==> config.mk <==
export PLATFORM = sky130hd
export DESIGN_NAME = stream_mux_nto1
export DESIGN_NICKNAME = d
export VERILOG_FILES = /design/src/rtl/stream_mux_pkg.sv /design/src/rtl/rr_arbiter.sv /design/src/rtl/stream_mux_nto1.sv
export SDC_FILE = /design/constraint.sdc
export NUM_CORES = 1
export LEC_CHECK = 0
export CAP_MARGIN = 5
export CORE_MARGIN = 4
export CORE_UTILIZATION = 35
export CTS_CLUSTER_DIAMETER = 40
export DETAILED_ROUTE_END_ITERATION = 6
export GPL_TIMING_DRIVEN = 1
export PLACE_DENSITY_LB_ADDON = 0.05
export SYNTH_ARGS = -nofsm -noshare
export SYNTH_HDL_FRONTEND = slang
export SYNTH_SLANG_ARGS = --single-unit
==> constraint.sdc <==
create_clock -name clk -period 2.22 [get_ports clk]
set_input_delay 0.222 -clock clk [delete_from_list [all_inputs] [get_ports clk]]
set_output_delay 0.222 -clock clk [all_outputs]
set_load 0.03 [all_outputs]
==> src/rtl/stream_mux_pkg.sv <==
// Shared definitions for the N-to-1 stream multiplexer.
// The lock-state enum is only used when STREAM_MUX_PKT_LOCK_EN is defined.
package stream_mux_pkg;

    localparam int DEFAULT_WIDTH = 16;
    localparam int DEFAULT_N_CH  = 4;

    typedef enum logic {
        UNLOCKED = 1'b0,
        LOCKED   = 1'b1
    } lock_state_t;

    // Next channel index after idx, wrapping at n.
    function automatic int wrap_inc(input int idx, input int n);
        return (idx + 1 >= n) ? 0 : idx + 1;
    endfunction

endpackage

==> src/rtl/rr_arbiter.sv <==
// Round-robin request picker: returns the first asserted request at or after
// the priority pointer, wrapping modulo N.
module rr_arbiter #(
    parameter int N     = 4,
    parameter int IDX_W = $clog2(N)
) (
    input  logic [N-1:0]     req,
    input  logic [IDX_W-1:0] ptr,
    output logic             grant_valid,
    output logic [IDX_W-1:0] grant_idx
);

    int cand;

    // Walk offsets 0..N-1 from ptr; the first live request wins.
    always_comb begin
        grant_valid = 1'b0;
        grant_idx   = '0;
        cand        = 0;
        for (int i = 0; i < N; i++) begin
            cand = int'(ptr) + i;
            if (cand >= N) begin
                cand = cand - N;
            end
            for (int j = 0; j < N; j++) begin
                if (!grant_valid && (j == cand) && req[j]) begin
                    grant_valid = 1'b1;
                    grant_idx   = IDX_W'(j);
                end
            end
        end
    end

endmodule

==> src/rtl/stream_mux_nto1.sv <==
// N-to-1 valid/ready stream multiplexer with a registered output stage,
// explicit-select or round-robin arbitration; STREAM_MUX_PKT_LOCK_EN adds packet locking.
module stream_mux_nto1
    import stream_mux_pkg::*;
#(
    parameter int WIDTH     = DEFAULT_WIDTH,
    parameter int N_CH      = DEFAULT_N_CH,
    parameter int SEL_WIDTH = $clog2(N_CH)
) (
    input  logic                   clk,
    input  logic                   rst,
    input  logic [N_CH*WIDTH-1:0]  in_data,
    input  logic [N_CH-1:0]        in_valid,
    output logic [N_CH-1:0]        in_ready,
    input  logic                   rr_mode,
    input  logic [SEL_WIDTH-1:0]   sel,
    output logic [WIDTH-1:0]       out_data,
    output logic [SEL_WIDTH-1:0]   out_ch,
    output logic                   out_valid,
    input  logic                   out_ready
`ifdef STREAM_MUX_PKT_LOCK_EN
    ,
    input  logic [N_CH-1:0]        in_last,
    output logic                   out_last
`endif
);

    logic [SEL_WIDTH-1:0]      ptr_q;
    logic [SEL_WIDTH-1:0]      ptr_next;
    logic [SEL_WIDTH-1:0]      rr_idx;
    logic                      rr_valid;
    logic [SEL_WIDTH-1:0]      grant_idx;
    logic                      grant_valid;
    logic [WIDTH-1:0]          grant_data;
    logic                      grant_in_valid;
    logic                      stage_free;
    logic                      accept;
    logic [2**SEL_WIDTH-1:0]   sel_ok;

    // Select values at or beyond N_CH name no channel and grant nothing.
    for (genvar i = 0; i < 2**SEL_WIDTH; i++) begin : g_sel_ok
        assign sel_ok[i] = (i < N_CH);
    end

    rr_arbiter #(
        .N     (N_CH),
        .IDX_W (SEL_WIDTH)
    ) u_rr_arbiter (
        .req         (in_valid),
        .ptr         (ptr_q),
        .grant_valid (rr_valid),
        .grant_idx   (rr_idx)
    );

`ifdef STREAM_MUX_PKT_LOCK_EN
    lock_state_t          state_q;
    lock_state_t          state_d;
    logic [SEL_WIDTH-1:0] lock_ch_q;
    logic [SEL_WIDTH-1:0] lock_ch_d;
    logic                 grant_last;

    always_ff @(posedge clk) begin
        if (rst) begin
            state_q   <= UNLOCKED;
            lock_ch_q <= '0;
        end else begin
            state_q   <= state_d;
            lock_ch_q <= lock_ch_d;
        end
    end

    // A non-final beat pins the grant to its channel until that channel's last beat.
    always_comb begin
        state_d   = state_q;
        lock_ch_d = lock_ch_q;
        case (state_q)
            UNLOCKED: begin
                if (accept && !grant_last) begin
                    state_d   = LOCKED;
                    lock_ch_d = grant_idx;
                end
            end
            LOCKED: begin
                if (accept && grant_last) begin
                    state_d = UNLOCKED;
                end
            end
            default: state_d = UNLOCKED;
        endcase
    end
`endif

    always_comb begin
        grant_valid = 1'b0;
        grant_idx   = '0;
`ifdef STREAM_MUX_PKT_LOCK_EN
        if (state_q == LOCKED) begin
            grant_valid = 1'b1;
            grant_idx   = lock_ch_q;
        end else
`endif
        if (rr_mode) begin
            grant_valid = rr_valid;
            grant_idx   = rr_idx;
        end else begin
            grant_valid = sel_ok[sel];
            grant_idx   = sel;
        end
    end

    // Per-channel mux of the granted channel; in_ready never looks at in_data.
    always_comb begin
        grant_data     = '0;
        grant_in_valid = 1'b0;
`ifdef STREAM_MUX_PKT_LOCK_EN
        grant_last     = 1'b0;
`endif
        for (int i = 0; i < N_CH; i++) begin
            if (grant_idx == SEL_WIDTH'(i)) begin
                grant_data     = in_data[i*WIDTH +: WIDTH];
                grant_in_valid = in_valid[i];
`ifdef STREAM_MUX_PKT_LOCK_EN
                grant_last     = in_last[i];
`endif
            end
        end
    end

    assign stage_free = !out_valid || out_ready;
    assign accept     = !rst && grant_valid && stage_free && grant_in_valid;

    always_comb begin
        in_ready = '0;
        for (int i = 0; i < N_CH; i++) begin
            in_ready[i] = !rst && grant_valid && stage_free &&
                          (grant_idx == SEL_WIDTH'(i));
        end
    end

    always_comb begin
        ptr_next = ptr_q;
        if (accept && rr_mode) begin
            ptr_next = SEL_WIDTH'(wrap_inc(int'(grant_idx), N_CH));
        end
    end

    // Output register: load on accept, drain on out_ready, otherwise hold.
    always_ff @(posedge clk) begin
        if (rst) begin
            out_valid <= 1'b0;
            out_data  <= '0;
            out_ch    <= '0;
            ptr_q     <= '0;
        end else begin
            if (accept) begin
                out_valid <= 1'b1;
                out_data  <= grant_data;
                out_ch    <= grant_idx;
            end else if (out_ready) begin
                out_valid <= 1'b0;
            end
            ptr_q <= ptr_next;
        end
    end

`ifdef STREAM_MUX_PKT_LOCK_EN
    always_ff @(posedge clk) begin
        if (rst) begin
            out_last <= 1'b0;
        end else if (accept) begin
            out_last <= grant_last;
        end
    end
`endif

endmodule

# Yosys cells after proc, flatten, opt, wreduce, memory -nomap -nowiden
# Cells that the tools add are included.
# word_totals
word_cells	146
register_bits	21
out_inout_bits	23
# op_classes
n_addsub	8
n_reduce_logical	63
order_cmp	6
mux	50
n_eq_ne	15
# op_table
op	count
$eq 3x32->1 const A	8
$eq 2x32->1 const A	4
$logic_not 32->1	4
$mux 32	4
$ge 32x4->1 const B	3
$sub 32x4->32 const B	3
$mux 16	4
$logic_and 1x1->1	39
$mux 2	16
$mux 1	25
$logic_not 1->1	17
$add 2x1->3 const B	2
$add 2x2->3 const B	2
$eq 2x2->1 const B	2
$sub 2x3->4 const B	1
$ge 2x3->1 const B	1
$ge 3x3->1 const B	1
$lt 2x3->1 const B	1
$bmux 1 s2	1
$eq 2x1->1 const B	1
$logic_not 2->1	1
$reduce_bool 2->1	1
$logic_or 1x1->1	1

# Longest topological paths before layout
# Gate-level depths: netlist of run 1.
# logic_depth
ltp_word	73
depth_mapped	12
ltp_nobuf	9

# Modules after synthesis
# Synthesis of run 1 repeated with hierarchy kept, for this count alone.
# unflattened
cells_unflattened	165
area_unflattened_um2	1483.9
# by_module_without_submodules
mod	area_per_inst_um2	cells_each	n_inst
stream_mux_nto1	1413.9	154	1
rr_arbiter	70.1	11	1

# Worst setup path after synthesis of run 1
# Ideal clock, no wire load.
# synth_path
path_kind	flip-flop to flip-flop
startpoint	register ptr_q[1]
endpoint	register out_data[4]
period_less_slack_ns	2.442
t_arrival_ns	2.298
path_slack_ns	-0.222
path_stages_with_launch	13
path_cell_list	dfxtp_1 > nand2b_1 > a21oi_1 > o41a_1 > inv_1 > ha_1 > buf_2 > a211oi_2 > a211oi_2 > and2_4 > buf_6 > buf_12 > a211oi_2
# synth_via
elab_chain_len	72
# synth_rtl
item	line_no	source
from (decl)	stream_mux_nto1.sv:28	logic [SEL_WIDTH-1:0] ptr_q;
from (signal assigned)	stream_mux_nto1.sv:162	ptr_q <= ptr_next;
$sub 2x3->4 / $ge 2x3->1 (equally long branches)	rr_arbiter.sv:23, rr_arbiter.sv:22	
$mux 32	rr_arbiter.sv:22	if (cand >= N) begin
$logic_not 32->1	rr_arbiter.sv:26	if (!grant_valid && (j == cand) && req[j]) begin
$logic_and 1x1->1	rr_arbiter.sv:26	
$mux 1	rr_arbiter.sv:26	
$logic_not 1->1	rr_arbiter.sv:26	
$logic_and 1x1->1 (2 in a row)	rr_arbiter.sv:26	
$mux 1	rr_arbiter.sv:26	
(+52 left out)	-	
$logic_not 1->1	rr_arbiter.sv:26	
$logic_and 1x1->1 (2 in a row)	rr_arbiter.sv:26	
$mux 2 *	rr_arbiter.sv:26	
$mux 2 *	stream_mux_nto1.sv:102	if (rr_mode) begin
via grant_idx[0]	stream_mux_nto1.sv:32	logic [SEL_WIDTH-1:0] grant_idx;
$logic_not 2->1	stream_mux_nto1.sv:119	if (grant_idx == SEL_WIDTH'(i)) begin
$mux 1 (4 in a row)	stream_mux_nto1.sv:119	
$logic_and 1x1->1	stream_mux_nto1.sv:130	assign accept = !rst && grant_valid && stage_free && grant_in_valid;
to (signal assigned)	stream_mux_nto1.sv:157	out_data <= grant_data;
to (decl)	stream_mux_nto1.sv:17	output logic [WIDTH-1:0] out_data,
# Mark *: on every way through the listed nets, which the timed path passes. The rest lies on a longest branch.
# A chain may end at the register's enable or synchronous reset.

# Worst setup path after layout of run 1
# layout_path
startpoint	register ptr_q[0]
endpoint	register out_data[11]
# The elaborated chain is that of the path after synthesis.

==> impl_results.md, run 1 <==
- Compound-Gate Fraction of Synth Area: 0.4725
- Count leader, synth: a21oi_1
- Mux contribution to synthesized area: 0
- Final wirelength: 6384 µm
- Post-synthesis sequential area ratio: 0.2496
- Sw Pwr: 0.6540 mW
- FF-to-FF End: out_data[11]
- Worst skew pair latency: 260 ps
- Fin. Hold Viols: 0
- Hold path depth: 2
- Cell count of the worst reg-to-reg path: 13
- Post-synth cell types: 33
- Vias in the first global route: roughly 2000
- Yosys top cell area share: 0.2496
- Synth Area in Adders: 0.02972
- Total power divided by cell area: 538.6 mW/mm²
- Fin nets: 420
- Worst hold path class: flop to flop
- Hold Startpoint: out_data[0]
- Cell count after synthesis: roughly 230
- RSZ-0062 raised after global routing: true
- Clock power frac: 0.149
- P_int: 1.054 mW
- Final Util: 0.7042
- Switching Fraction: 0.3828
- Startpoint Class: flop
- Placed cells: around 380
- Post-Synth XOR/XNOR Area: 0
- Syn. warnings: 0
- Crit Path Class: flop to flop
- Crit path DAT: 2660 ps
- Final min period: 2512 ps
- #FFs+latches synth: 21
- Initial antenna violation count: 0
- Worst Path Max Fanout: 7
- Mapped cell area: 0.001684 mm²
- Leakage: 1.215 nW
- Wire length per cell: 16.24 µm
- GPL Wtd Cong: between 0.8 and 0.9
- Core ar.: 0.004504 mm²
- Worst reg2reg startpoint: ptr_q[0]
- 1st-iter DRT viols: 114
- Post-Synth Simple-Gate Area: 0.1278
- Share of layout cells above drive strength 1: 0.2757
- Overflow after GRT: 0
- Final setup vio count: 25
- Number of synthesized flops with an enable pin: 0
- Fin Clk Skew: 1.550 ps
- Logic pwr share: 0.580
- Flop-to-flop setup slack: -290 ps
- Cell taking the most area after synthesis: dfxtp_1
- Max Buffers Root-to-Sink: 2
- Diodes inserted: 0
- Slew margin rel.: 0.6528
- Top FF cell, synth: dfxtp_1
- Setup WS post-layout: -292.2 ps
- Highest routed layer: met4
- DR vias/cell: 5.234
- Port Buf Inserts: 96
- Synth async-reset ratio: 0
- Rows: 24
- Total Routing Usage GR: 0.1968
- Status: complete, but fails checks
- Place WS: -660.1 ps
- Violated checks: negative setup slack
- Syn nets: 303
- Max cap viols: 0
- Sink Count: 21
- Largest family of logic cells by synthesized area: compound AO/OA/AOI/OAI gates
- Setup TNS: -5755 ps
- Fin crit share: 1.132
- Fmax: between 0.3 and 0.4 GHz
- Die area: approximately 0.0060 mm²
- Maximum VDD drop: 0.0002741 V
- Worst-Margin Slew: 516.9 ps
- CTS tree: yes
- Worst Setup End Kind: flop
- Number of remaining DRC errors: 0
- Io pins: 97
- Die Span X: around 77 µm
- DR vias: 2057
- Clock-pin slew on the worst setup and hold paths: approximately 80 ps
- Non-Filler Instances: 393
- Hold_ws: 515.5 ps
- Slew Limit Fails: 0
- Largest net degree at the start of global routing: 23
- Most frequent cells after synthesis: a21oi_1 (55), dfxtp_1 (21), a211oi_2 (20), inv_1 (20), nand2_1 (20)
- H-tree levels: 1
- Met3 wire length: between 500 and 600 µm
- WHS Endpoint: out_data[0]
- CTS Root Cell: clkbuf_8
- Met2 Wirelength: just over 3000 µm
- Crit path required time: 2360 ps
- Sequential power share: 0.270
- Synth area leaders: dfxtp_1 (25%), a21oi_1 (16%), a211oi_2 (15%)
- Post-route antenna net violation count: 0
- Metal1 wirelength: around 2800 µm
- Cts-stage hold buffer count: 0
- Die height: 77.37 µm
- Global-route wire length before repair: ~9600 µm
- Layout Area Growth over Synthesis: 88.34%
- Initial core utilization: 0.3739
- Num CTS Buffers: 3
- Pre-antenna DRT Iters: 4
- HPWL after DPL: roughly 4500 µm
- Post-Synthesis Mean Instance Area: 7.485 µm²
-- worst max path at each step --
stage                      startpoint           end  slack [ps]  cells past startpoint
after floorplan              ptr_q[1]   out_data[4]        -140                     12
after global placement    in_valid[2]   out_data[8]        -590                     12
after detailed placement  in_valid[0]   out_data[4]        -660                     12
after CTS                    ptr_q[1]   out_data[9]        -180                     11
after global routing         ptr_q[0]   out_data[6]        -360                     13
final                        ptr_q[0]  out_data[11]        -290                     13
-- registers in the layout, indices dropped and copies added, names as in the netlist --
| register | count |
|---|---|
| out_ch | 2 |
| out_data | 16 |
| out_valid | 1 |
| ptr_q | 2 |
-- layout by cell type, fill, tap and decap left out, types with 2 or more instances in the layout --
cell type / Yosys / routed
clkdlybuf4s50_1: 0 / 88
a21oi_1: 55 / 47
buf_4: 3 / 26
dfxtp_1: 21 / 19
nand2_1: 20 / 18
inv_1: 20 / 18
o21ai_0: 18 / 17
a211oi_2: 20 / 17
a22oi_1: 16 / 16
buf_6: 1 / 9
a21oi_2: 0 / 7
buf_12: 1 / 5
nor3_1: 4 / 4
and2_1: 5 / 4
ha_4: 0 / 4
dlygate4sd2_1: 0 / 4
inv_2: 1 / 3
a211oi_4: 0 / 3
clkbuf_8: 0 / 3
nand2b_4: 0 / 2
nor2_1: 2 / 2
nand2_2: 0 / 2
and2_4: 1 / 2
nor2b_1: 2 / 2
buf_8: 0 / 2
dfxtp_4: 0 / 2
-- per-layer routing --
layer  up-vias  track usage
met5         -            0
met4         0      0.03737
met3         4      0.05324
met2        75       0.3385
met1       936       0.2486
li1       1042            -
-- power by group through the flow --
stage / Clock (mW) / Combinational (mW) / Sequential (mW)
floorplan: 0 / 0.414 / 0.551
global placement: 0 / 0.860 / 0.468
detailed placement: 0 / 0.868 / 0.467
CTS: 0.262 / 0.949 / 0.460
global route: 0.277 / 1.06 / 0.470
finish: 0.255 / 0.991 / 0.462
-- stage by stage --
step / cell area [µm²] / power (mW)
6_report: 3172 / 1.708
5_1_grt: 3172 / 1.809
4_1_cts: 3079 / 1.671
3_5_place_dp: 2869 / 1.335
3_3_place_gp: 2869 / 1.329
2_1_floorplan: 1745 / 0.9648
-- timing repair --
| item | CTS | global route |
|---|---|---|
| cloned | 0 | 1 |
| pin swaps | 9 | 9 |
| gates resized for setup | 23 | 16 |
| setup buffers | 7 | 5 |
| endpoints found under the setup margin | 25 | 25 |
-- area by class of cell --
class | instances | area, µm²
Timing Repair Buffer | 134 | 1343
Multi-Input combinational cell | 161 | 1211
Fill cell | 371 | 1333
Sequential cell | 21 | 427.9
Inverter | 21 | 78.83
Clock buffer | 3 | 41.29
Tap cell | 52 | 65.06
Clock inverter | 1 | 5.005
-- logic make-up after synthesis --
| family | count (synthesis) |
|---|---|
| buffers and inverters | 43 |
| and+or+nand+nor | 42 |
| adders and majority gates | 4 |
| DFF | 21 |
| AOI/OAI and AO/OA | 115 |
-- critical path, stage by stage (launching register included) --
cell      delay (ps)
dfxtp_4          370
inv_2             60
o21ai_1           80
a221oi_2         380
nand2_2          100
buf_4            150
ha_4             180
nor3b_1          140
buf_4            130
a211oi_4         200
buf_6            160
and2_4           240
buf_12           150
a211oi_2          60
No activity file was read; power rests on OpenSTA's default activity.
==> run 2: changes to the inputs <==
Settings changed: CELL_PAD_IN_SITES_DETAIL_PLACEMENT set to 0, CELL_PAD_IN_SITES_GLOBAL_PLACEMENT set to 1, CORE_UTILIZATION 35 to 23, CTS_BUF_LIST set to sky130_fd_sc_hd__clkbuf_4 sky130_fd_sc_hd__clkbuf_8 sky130_fd_sc_hd__clkbuf_16.
==> run 2 against run 1 <==
  * The flow still finishes with violations (negative setup slack)
  * Worst setup slack improved by 110 ps
  * Die area increased by 46%
  * Via count is 1.8% higher
  * Combinational power up 12%
  * Clock-buffer cell count is 1 higher
  * Fmax increased by 4.7%
  * Global-route usage shrank 4.5 points
  * Cell count is 15% higher
  * Clock power is 4% higher
  * Clock skew is 3.4 ps higher
  * Wire length up 12%
  * Total power grew 7.4%
  * Critical path type is now flop to output port
  * Critical endpoint is now in_ready[0]
==> impl_results.md, run 2 (same netlist as run 1, synthesis figures left out) <==
- Status: complete, but fails checks (unchanged)
- Violated checks: negative setup slack (unchanged)
- Fin crit share: 1.081 (was 1.132)
- Die height: 93.57 µm (was 77.37 µm)
- Crit path DAT: 2180 ps (was 2660 ps)
- Worst setup endpoint: in_ready[0] (was out_data[11])
- Total Routing Usage GR: 0.1515 (was 0.1968)
- RSZ-0062 raised after global routing: true (unchanged)
- Global-route wire length before repair: 10560 µm (was 9632 µm)
- Slew Limit Fails: 0 (unchanged)
- Fmax: 0.4168 GHz (was 0.3981 GHz)
- Setup WS post-layout: -179.1 ps (was -292.2 ps)
- CTS tree: yes (unchanged)
- Clock-pin slew on the worst setup and hold paths: 80 ps (about the same)
- Sw Pwr: 0.6948 mW (was 0.6540 mW)
- Clock power frac: 0.144 (was 0.149)
- Max Buffers Root-to-Sink: 2 (unchanged)
- GPL Wtd Cong: 0.9022 (was 0.8449)
- Total power: 1.835 mW (was 1.708 mW)
- Post-route antenna net violation count: 0 (unchanged)
- Startpoint Class: flop (unchanged)
- Io pins: 97 (unchanged)
- Vias in the first global route: 1999 (was 2020)
- Cell count of the worst reg-to-reg path: 12 (was 13)
- Sequential power share: 0.253 (was 0.270)
- Fin Clk Skew: 4.927 ps (was 1.550 ps)
- Worst-Margin Slew: 559.7 ps (was 516.9 ps)
- Largest Register: out_data (unchanged)
- Worst Setup End Kind: output port (was flop)
- Pre-antenna DRT Iters: 4 (unchanged)
- Most frequent cells in the layout: clkdlybuf4s50_1 (87), buf_4 (36), a21oi_1 (34) (was clkdlybuf4s50_1 (88), a21oi_1 (47), buf_4 (26))
- Port Buf Inserts: 96 (unchanged)
- Die Span X: 93.57 µm (was 77.37 µm)
- CTS Root Cell: clkbuf_8 (unchanged)
- Logic pwr share: 0.603 (was 0.580)
- Die area: 0.008755 mm² (was 0.005985 mm²)
- Share of layout cells above drive strength 1: 0.3559 (was 0.2757)
- Final setup vio count: 25 (unchanged)
- Crit Path Class: flop to output port (was flop to flop)
- Fin. Hold Viols: 0 (unchanged)
- Number of remaining DRC errors: 0 (unchanged)
- Sink Count: 21 (unchanged)
- Wire length per cell: 15.92 µm (was 16.24 µm)
- Biggest regs: out_data x16, out_ch x2, ptr_q x2 (unchanged)
- 1st-iter DRT viols: 28 (was 114)
- Initial antenna violation count: 0 (unchanged)
- Switching Fraction: 0.3787 (was 0.3828)
- Final wirelength: 7162 µm (was 6384 µm)
- Commonest non-fill, non-tap cell in the layout: clkdlybuf4s50_1 (unchanged)
- Maximum VDD drop: 0.0002322 V (was 0.0002741 V)
- Hold_ws: 430.1 ps (was 515.5 ps)
- DR vias: 2093 (was 2057)
- Worst reg2reg startpoint: ptr_q[1] (was ptr_q[0])
- Rows: 30 (was 24)
- Final min period: 2399 ps (was 2512 ps)
- Worst Path Max Fanout: 5 (was 7)
- Diodes inserted: 0 (unchanged)
- Slew margin rel.: 0.6240 (was 0.6528)
- Total power divided by cell area: 528.1 mW/mm² (was 538.6 mW/mm²)
- HPWL after DPL: 5095 µm (was 4548 µm)
- Initial core utilization: 0.2425 (was 0.3739)
- Fin nets: 433 (was 420)
- Num CTS Buffers: 3 (unchanged)
- Non-Filler Instances: 450 (was 393)
- Core ar.: 0.006944 mm² (was 0.004504 mm²)
- Worst hold path class: input port to flop (was flop to flop)
- DR vias/cell: 4.651 (was 5.234)
- Placed cells: 429 (was 377)
- Crit path required time: 2000 ps (was 2360 ps)
- Critical Path Source: ptr_q[1] (was ptr_q[0])
- Leakage: 1.336 nW (was 1.215 nW)
- Worst skew pair latency: 260 ps (about the same)
- P_int: 1.140 mW (was 1.054 mW)
- Overflow after GRT: 0 (unchanged)
- Max cap viols: 0 (unchanged)
- Flop-to-flop setup slack: -180 ps (was -290 ps)
- Max FFs per register: 16 (unchanged)
- Largest net degree at the start of global routing: 34 (was 23)
- FF-to-FF End: ptr_q[1] (was out_data[11])
- Layout Area Growth over Synthesis: 106.3% (was 88.34%)
- H-tree levels: 1 (unchanged)
## run 2: power by group through the flow
| stage | Combinational (mW) | Sequential [mW] | Clock, mW |
|---|---|---|---|
| floorplan | 0.414 | 0.551 | 0 |
| global placement | 0.886 | 0.468 | 0 |
| detailed placement | 0.889 | 0.468 | 0 |
| CTS | 1.06 | 0.465 | 0.280 |
| global route | 1.19 | 0.470 | 0.288 |
| finish | 1.11 | 0.464 | 0.264 |
## run 2: critical path: stages, from the launching register on
cell,delay [ps]
dfxtp_4,360
buf_6,120
nand2_4,50
a21oi_2,60
o41a_1,460
buf_4,180
ha_4,160
buf_6,130
buf_4,130
and2_1,130
buf_6,130
## run 2: worst min path at each step
stage	startpoint	to	slack [ps]	cells after the start
after floorplan	rr_mode	ptr_q[0]	370	2
after global placement	out_data[0]	out_data[0]	510	2
after detailed placement	out_data[0]	out_data[0]	510	2
after CTS	out_data[6]	out_data[6]	520	2
after global routing	rr_mode	ptr_q[0]	450	4
final	rr_mode	ptr_q[0]	430	4
## run 2: area by class of cell
type	instances	area, µm²
fill	689	3470
tap	96	120.1
inverter	21	78.83
clock buffer	4	48.80
sequential	21	425.4
timing repair buffer	147	1493
multi-input combinational	161	1309
## run 2: layer usage
| metal | vias to the layer above | wire length, µm | global-route usage |
|---|---|---|---|
| met2 | 62 | 3323 | 0.2609 |
| met4 | 0 | 31 | 0.03249 |
| met3 | 2 | 490 | 0.02414 |
| met1 | 960 | 3316 | 0.1987 |
| met5 | - | 0 | 0 |
| li1 | 1069 | - | - |
## run 2: timing repair
action / in CTS / in global routing
pin swaps: 18 / 9
gates resized for setup: 47 / 19
endpoints found under the setup margin: 25 / 25
hold buffers: 0 / 0
cloned: 2 / 2
setup buffers: 10 / 4
## run 2: stage by stage
step                  util  setup TNS, ps  cell area [µm²]  worst slack, ps
finish              0.5004          -2872             3475           -179.1
floorplan                -          -1552             1745           -141.0
global placement    0.4261         -11490             2959           -610.1
detailed placement  0.4261         -12610             2959           -627.3
global route        0.5004          -5509             3475           -279.6
CTS                 0.4800          -2770             3333           -162.0
